## config.mk

```make
export PLATFORM = sky130hd
export DESIGN_NAME = life_step_sequencer
export DESIGN_NICKNAME = d
export VERILOG_FILES = /design/src/rtl/life_step_sequencer.sv
export SDC_FILE = /design/constraint.sdc
export NUM_CORES = 1
export LEC_CHECK = 0
export ABC_AREA = 1
export BUFFER_PORTS_ARGS = -buffer_cell sky130_fd_sc_hd__buf_2
export CAP_MARGIN = 10
export CORE_MARGIN = 2
export CORE_UTILIZATION = 23
export CTS_CLUSTER_DIAMETER = 60
export DETAILED_ROUTE_END_ITERATION = 10
export GPL_TIMING_DRIVEN = 1
export SYNTH_ARGS = -nofsm -noshare
export SYNTH_HDL_FRONTEND = slang
export SYNTH_SLANG_ARGS = --single-unit
export TNS_END_PERCENT = 20
```

## constraint.sdc

```tcl
create_clock -name clk -period 8.8 [get_ports clk]
set_input_delay 0.88 -clock clk [delete_from_list [all_inputs] [get_ports clk]]
set_output_delay 0.88 -clock clk [all_outputs]
set_load 0.005 [all_outputs]
```

## src/rtl/life_step_sequencer.sv

```systemverilog
// rtl/life_step_sequencer.sv - one Game of Life generation per start, one cell per clock
// Uses a single shared neighbour counter; the new grid goes to a shadow buffer and is committed at once.
module bit_counter (
    input  logic [7:0] bits,
    output logic [3:0] count
);
    always_comb begin
        count = '0;
        for (int i = 0; i < 8; i++) begin
            count = count + {3'b000, bits[i]};
        end
    end
endmodule

module life_step_sequencer #(
    parameter int N     = 8,
    parameter int GEN_W = 16
) (
    input  logic             clk,
    input  logic             rst,
    input  logic             start,
    input  logic             load_en,
    input  logic [N*N-1:0]   load_data,
    output logic [N*N-1:0]   cells,
    output logic             busy,
    output logic             done,
    output logic [GEN_W-1:0] generation
);
    localparam int NN = N * N;
    localparam int IW = $clog2(NN);
    localparam int RW = $clog2(N);
    localparam logic [IW-1:0] LAST     = IW'(NN - 1);
    localparam logic [RW-1:0] COL_LAST = RW'(N - 1);

    typedef enum logic [1:0] {IDLE, SCAN, COMMIT} state_t;

    state_t          state, state_nxt;
    logic [IW-1:0]   idx;
    logic [RW-1:0]   row, col;
    logic [NN-1:0]   next_buf;
    logic [8:0]      win;
    logic [7:0]      nbrs;
    logic [3:0]      count;
    logic            nxt;

    always_ff @(posedge clk or posedge rst) begin
        if (rst) state <= IDLE;
        else     state <= state_nxt;
    end

    always_comb begin
        state_nxt = state;
        case (state)
            IDLE:    if (!load_en && start) state_nxt = SCAN;
            SCAN:    if (idx == LAST) state_nxt = COMMIT;
            COMMIT:  state_nxt = IDLE;
            default: state_nxt = IDLE;
        endcase
    end

    always_comb begin
        busy = (state == SCAN) || (state == COMMIT);
    end

    // 3x3 window around (row,col); cells outside the grid stay 0, no wrap-around.
    always_comb begin
        win = '0;
        for (int dr = -1; dr <= 1; dr++) begin
            for (int dc = -1; dc <= 1; dc++) begin
                if ((int'(row) + dr >= 0) && (int'(row) + dr < N) &&
                    (int'(col) + dc >= 0) && (int'(col) + dc < N))
                    win[4'((dr + 1) * 3 + dc + 1)] =
                        cells[IW'((int'(row) + dr) * N + int'(col) + dc)];
            end
        end
    end

    assign nbrs = {win[8:5], win[3:0]};

    bit_counter u_bit_counter (
        .bits  (nbrs),
        .count (count)
    );

    assign nxt = (count == 4'd3) | (cells[idx] & (count == 4'd2));

    always_ff @(posedge clk or posedge rst) begin
        if (rst) begin
            cells      <= '0;
            generation <= '0;
            done       <= 1'b0;
            idx        <= '0;
            row        <= '0;
            col        <= '0;
            next_buf   <= '0;
        end else begin
            done <= 1'b0;
            case (state)
                IDLE: begin
                    if (load_en) begin
                        cells      <= load_data;
                        generation <= '0;
                    end else if (start) begin
                        idx <= '0;
                        row <= '0;
                        col <= '0;
                    end
                end
                SCAN: begin
                    next_buf[idx] <= nxt;
                    if (idx != LAST) begin
                        idx <= idx + 1'b1;
                        if (col == COL_LAST) begin
                            col <= '0;
                            row <= row + 1'b1;
                        end else begin
                            col <= col + 1'b1;
                        end
                    end
                end
                COMMIT: begin
                    cells      <= next_buf;
                    generation <= generation + 1'b1;
                    done       <= 1'b1;
                end
                default: ;
            endcase
        end
    end
endmodule

```

* After elaboration in Yosys (flattened, before gate mapping) *
Cells that the tools add are included.

cells by class
  add/sub/neg operators = 22
  $lt $le $gt $ge = 21
  equality and inequality tests = 14
  muxes and demuxes = 53
  bitwise gates (word level) = 2
  reduce and logical (&&, ||, !) cells = 28

operators by type and width
  cell                                                                number
  case mux 64 bit (2 select lines)                                    1
  bitwise mux 64 bit                                                  1
  two-way mux 64 bit                                                  1
  less-than comparator 6 x 8 -> 1 bit, second input constant          7
  binary-select mux 1 bit (select 6 bit)                              8
  greater-or-equal comparator 32 x 1 -> 1 bit, second input constant  1
  case mux 16 bit (2 select lines)                                    1
  adder 6 x 1 -> 6 bit, second input constant                         5
  two-way mux 1 bit                                                   24
  adder 4 x 1 -> 4 bit                                                5
  logical AND 1 bit                                                   19
  two-way mux 3 bit                                                   6
  two-way mux 6 bit                                                   3
  adder 16 x 1 -> 16 bit, second input constant                       1
  two-way mux 16 bit                                                  1
  adder 6 x 3 -> 6 bit                                                2
  case mux 3 bit (2 select lines)                                     2
  case mux 6 bit (2 select lines)                                     1
  adder 4 x 1 -> 5 bit, second input constant                         2
  greater-or-equal comparator 5 x 1 -> 1 bit, second input constant   2
  less-than comparator 5 bit, second input constant                   2
  != test 2 bit, second input constant                                5
  adder 3 x 1 -> 4 bit, second input constant                         2
  equality test 4 x 2 -> 1 bit, second input constant                 2
  28 further kinds                                                    36

word-level totals
  register bits = 159
  bits of input ports = 68
  output and inout port bits = 82
  logic and storage cells = 148

* Longest topological paths before layout *
  depth in word-level cells = 17
  depth in mapped cells = 28
  gate-level depth less buffers = 22

* Cells and area by module *
Synthesis repeated with hierarchy kept, for this count alone.

second synthesis, totals
  cell total of the unflattened synthesis = 1612
  area, all modules = 10700.3 µm²

by module, submodules not included
  module               times used  cells an instance  area an instance (µm²)  seq. area each (µm²)
  life_step_sequencer  1           1584               10502.6                 3978.8
  bit_counter          1           28                 197.7                   0.0

* Least setup slack after synthesis *
Ideal clock, no wire load.

  kind = register -> register
  start = register col[0]
  end = register next_buf[43]
  arrival = 5106 ps
  required time = 8734 ps
  setup slack = 3628 ps
  cell stages (with the launch flop) = 28
  period minus slack after synthesis = 5172 ps
  path through = dfrtp_1 buf_2 inv_2 clkbuf_1 ha_1 clkbuf_1 inv_1 buf_1 o211ai_1 nand3_1 nand3_1 nand3_1 nand3_1 nand2_1 nor2_1 ha_1 inv_1 fa_1 inv_1 fa_1 ha_1 fa_1 nor2_1 o21a_1 buf_1 buf_1 nand3_1 nand2_1

on the way
  word-level cells in the longest chain between the ends = 16
  elaborated cells between the ends (all ways) = 69
  those cells by class = add/sub: 16; order compare: 6; eq/ne: 2; mux: 29; bitwise: 2; reduce/logical: 14

ends and longest elaborated chain
  element                                                line  text
  start, declared                                        39    logic [RW-1:0] row, col;
  start signal, assigned                                 117   col <= col + 1'b1;
  adder 6 x 4 -> 6 bit                                   73    cells[IW'((int'(row) + dr) * N + int'(col) + dc)];
  adder 6 x 1 -> 6 bit                                   73
  binary-select mux 1 bit (select 6 bit)                 73
  two-way mux 1 bit (implied by the code) (2 in series)  73
  two-way mux 1 bit                                      70    if ((int'(row) + dr >= 0) && (int'(row) + dr < N) &&
  adder 1 x 1 -> 2 bit                                   10    count = count + {3'b000, bits[i]};
  adder 4 x 1 -> 4 bit (4 in series)                     10
  adder 4 x 1 -> 4 bit (*)                               10
  equality test 4 x 2 -> 1 bit                           85    assign nxt = (count == 4'd3) | (cells[idx] & (count == 4'd2));
  bitwise AND 1 bit                                      85
  bitwise OR 1 bit (*)                                   85
  bitwise mux 64 bit (*)                                 110   next_buf[idx] <= nxt;
  end signal, assigned by index                          110
  end, declared                                          40    logic [NN-1:0] next_buf;

Every way passes the cells marked *; elsewhere a longest branch is shown, timed or not. The select of a mux whose other input is x is not followed.
A chain may end at the register's enable or synchronous reset.

* Final worst setup path *
  start = register col[1]
  end = register next_buf[18]

The elaborated chain is that of the path after synthesis.

==> flow_summary_export.csv <==
group,metric,value,unit
setup_path,start_kind,"register",
clock_network,postCtsHoldBufs,0,
clock_network,clkTransAtPathRegs,0.07,ns
power,ir_drop,0.0006261,V
timing,skew,0.01888,ns
clock_network,clk_latency,0.46,ns
timing,max_freq,132.9,MHz
clock_network,cts_buffer_depth,2,
final_layout,final_nets,1788,
route,drtAntennaViolNets,0,
status,status,"finished clean",
floorplan,dieArea,0.04812,mm^2
synth,syn_inst,1620,
run,cap_viol_max_count,0,
setup_path,cp_max_fo,37,
synth,yosys-top-cells-count,"nand2_1, nand3_1, nor2_1, dfrtp_1, inv_1",
setup_path,required,9.19,ns
power,p_per_area,464.0,mW/mm^2
worst_hold_path,min_to,"next_buf[59]$_DFFE_PP0P_",
route,vias,11306,
worst_hold_path,holdCritPathClass,"register to register",
route,drt_iter0_markers,1270,
worst_hold_path,worstHoldStart,"next_buf[59]$_DFFE_PP0P_",
synth,netlist_area,0.01067,mm^2
synth,ys_warn_count,0,
clock_network,cts_max_level,4,
timing,hold_viol,0,
synth,syn_area_per_cell,6.585,um^2
timing,fin_crit_sh,85.54,%
power,p_leak,0.006032,uW
synth,synthDistinctLibCells,34,
final_layout,drive_gt1_share,12.16,%
timing,max-slew-margin-rel,33.91,%
route,dr.pass1.iters,5,
global_route,overflow,0,
global_route,grt.met1_usage,23.38,%
placement,gp_congestion,0.9542,
setup_path,crit_path_max_incr_delay,1.09,ns
clock_network,cts_setup_buffers,0,
synth,netlist.area_leader.share,37.30,%
setup_path,cpMaxStageDelayCell,"ha_1",
global_route,grt_usage,16.28,%
route,drc,0,
synth,seq_area_frac_synth,37.30,%
clock_network,cts_sinks,159,
timing,fin_crit,7.527,ns
global_route,grt_use_met2,24.45,%
setup_path,path_cells,"inv_1, ha_1, inv_1, o211ai_1, nand3_1, nand3_1, nand3_1, nand3_1, nand2_1, nor2_1, ha_1, inv_1, fa_1, inv_1, fa_1, ha_1, fa_1, nor2_1, o21a_2, buf_4, nand3_1, nand2_1",
setup_path,r2r_start,"col[1]$_DFFE_PP0P_",
global_route,antenna_found_initial,1,
synth,synthArstFlopShare,100.0,%
final_layout,instances_no_fill,2312,
synth,yosys-top-cells-area,"dfrtp_1, nand2_1, nand3_1",
clock_network,cts_resized,0,
timing,drv_slew,0,
floorplan,dieWidth,219.4,um
placement,dp_cells,2279,
global_route,grt_pass1_vias,10124,
placement,io_buffers,149,
setup_path,rrSetupSlack,1.27,ns
floorplan,ios,150,
route,routedWlPerCell,17.11,um
timing,finalSetupViolCount,0,
global_route,top_usage_layer,"met2",
final_layout,areaGrowthSynthToFinish,16.05,%
floorplan,num_rows,78,
timing,worst_slew_pin_slew,0.9913,ns
setup_path,cp_common_cell,"nand3_1",
global_route,grt_pass1_wl,60150,um
synth,ys_seq_elements,159,
setup_path,timing.rr.end,"next_buf[18]$_DFFE_PP0P_",
timing,fin_tns_setup,0,ns
clock_network,cts_tree,"yes",
synth,synth_area_leader_cell,"dfrtp_1",
global_route,use_met3,2.315,%
setup_path,r2r_cells,22,
clock_network,cts_root_buffer,"clkbuf_16",
synth,synth_ff_type,"dfrtp_1",
setup_path,path_class,"register to register",
route,routed_via_density,4.890,
global_route,grt_max_degree,109,
route,wl,39550,um
clock_network,numCtsBuffers,17,
setup_path,arrival,7.92,ns
placement,dp_hpwl,29040,um
floorplan,start_util,23.41,%
synth,syn-num-nets,1710,
timing,rsz0062_at_grt,"false",
worst_hold_path,whs_path_depth,2,
synth,synthMostInstantiatedCell,"nand2_1",
setup_path,endpoint_kind,"register",
floorplan,die_h,219.4,um
synth,synth_edf_count,0,
floorplan,core,0.04558,mm^2
-- critical path, delay by kind of cell (launching register included) --
kind / cells / cell delay, ns
fa+ha+maj: 6 / 2.91
buf+inv: 5 / 1.83
compound gates: 2 / 0.98
simple gates: 9 / 0.94
flops: 1 / 0.74
-- through the flow --
| stage | worst slack (ns) | util, % | hold WS [ns] | power (uW) | instance area [um^2] |
|---|---|---|---|---|---|
| 2_1_floorplan | 3.628 | - | 0.4481 | 3935 | 10670 |
| 3_3_place_gp | 1.665 | 25.87 | 0.4625 | 4890 | 11790 |
| 5_1_grt | 0.6968 | 27.16 | 0.5034 | 6185 | 12380 |
| 3_5_place_dp | 1.410 | 25.87 | 0.4705 | 4941 | 11790 |
| 4_1_cts | 1.393 | 27.16 | 0.4882 | 5713 | 12380 |
| 6_report | 1.273 | 27.16 | 0.4872 | 5744 | 12380 |
-- metal layers --
metal	wire length, um	share of wire, %
met2	17550	44
met5	0	0
met4	1033	2.6
met3	2664	6.7
met1	18300	46
-- placed cells by master, fill, tap and decap left out, drive strengths merged --
| cell | synthesis | layout |
|---|---|---|
| a31oi | 65 | 65 |
| nor3 | 22 | 22 |
| o22ai | 5 | 5 |
| dfrtp | 159 | 159 |
| inv | 139 | 144 |
| a211oi | 2 | 2 |
| or2 | 2 | 2 |
| nor4 | 1 | 1 |
| nand3 | 205 | 205 |
| nand4 | 8 | 8 |
| buf | 40 | 157 |
| clkinv | 3 | 7 |
| fa | 3 | 3 |
| o21a | 2 | 2 |
| a31o | 1 | 1 |
| o211ai | 37 | 37 |
| clkinvlp | 0 | 1 |
| ha | 19 | 19 |
| nand2 | 517 | 517 |
| bufinv | 0 | 1 |
| a21oi | 15 | 15 |
| clkbuf | 58 | 21 |
| diode | 0 | 1 |
| o21ai | 110 | 110 |
| a21boi | 1 | 1 |
| nor2 | 190 | 190 |
| nor3b | 1 | 1 |
| nand3b | 4 | 4 |
| xor2 | 11 | 11 |
-- report_power, final --
part / switching [uW] / internal, uW / leakage (uW)
combinational: 2700 / 991 / 0.00373
clock: 349 / 414 / 0.000284
sequential: 348 / 937 / 0.00201
total: 3400 / 2340 / 0.00603
-- how the worst max path moves through the flow --
stage,startpoint,to,cells past startpoint
6_report,col[1]$_DFFE_PP0P_,next_buf[18]$_DFFE_PP0P_,22
5_1_grt,col[1]$_DFFE_PP0P_,next_buf[14]$_DFFE_PP0P_,23
4_1_cts,col[1]$_DFFE_PP0P_,next_buf[18]$_DFFE_PP0P_,23
3_5_place_dp,col[1]$_DFFE_PP0P_,next_buf[25]$_DFFE_PP0P_,23
3_3_place_gp,col[1]$_DFFE_PP0P_,next_buf[5]$_DFFE_PP0P_,22
2_1_floorplan,rst,cells[0]$_DFFE_PP0P_,1
-- sequential cells by signal, indices dropped and copies added (netlist names) --
| name | cells |
|---|---|
| idx | 6 |
| cells | 64 |
| col | 3 |
| state | 2 |
| generation | 16 |
| done | 1 |
| row | 3 |
| next_buf | 64 |
-- logic make-up after synthesis --
kind of cell | Yosys count | share of synthesized area, %
and+or+nand+nor | 950 | 36.76
xor gates and xnor gates | 11 | 0.9031
buffers and inverters | 240 | 9.242
adders and majority gates | 22 | 2.792
AOI/OAI and AO/OA | 238 | 13.01
DFF | 159 | 37.30
-- layout make-up --
cell class	count	area, um^2
diodes	1	2.502
repair buffers	157	805.8
clock buffers	21	460.4
clock inverters	11	123.9
flip-flops and latches	159	3980
inverters	142	538.0
fillers	5006	33200
well taps	600	750.7
multi-input cells	1221	5718
Power figures use the tool's default switching activity.
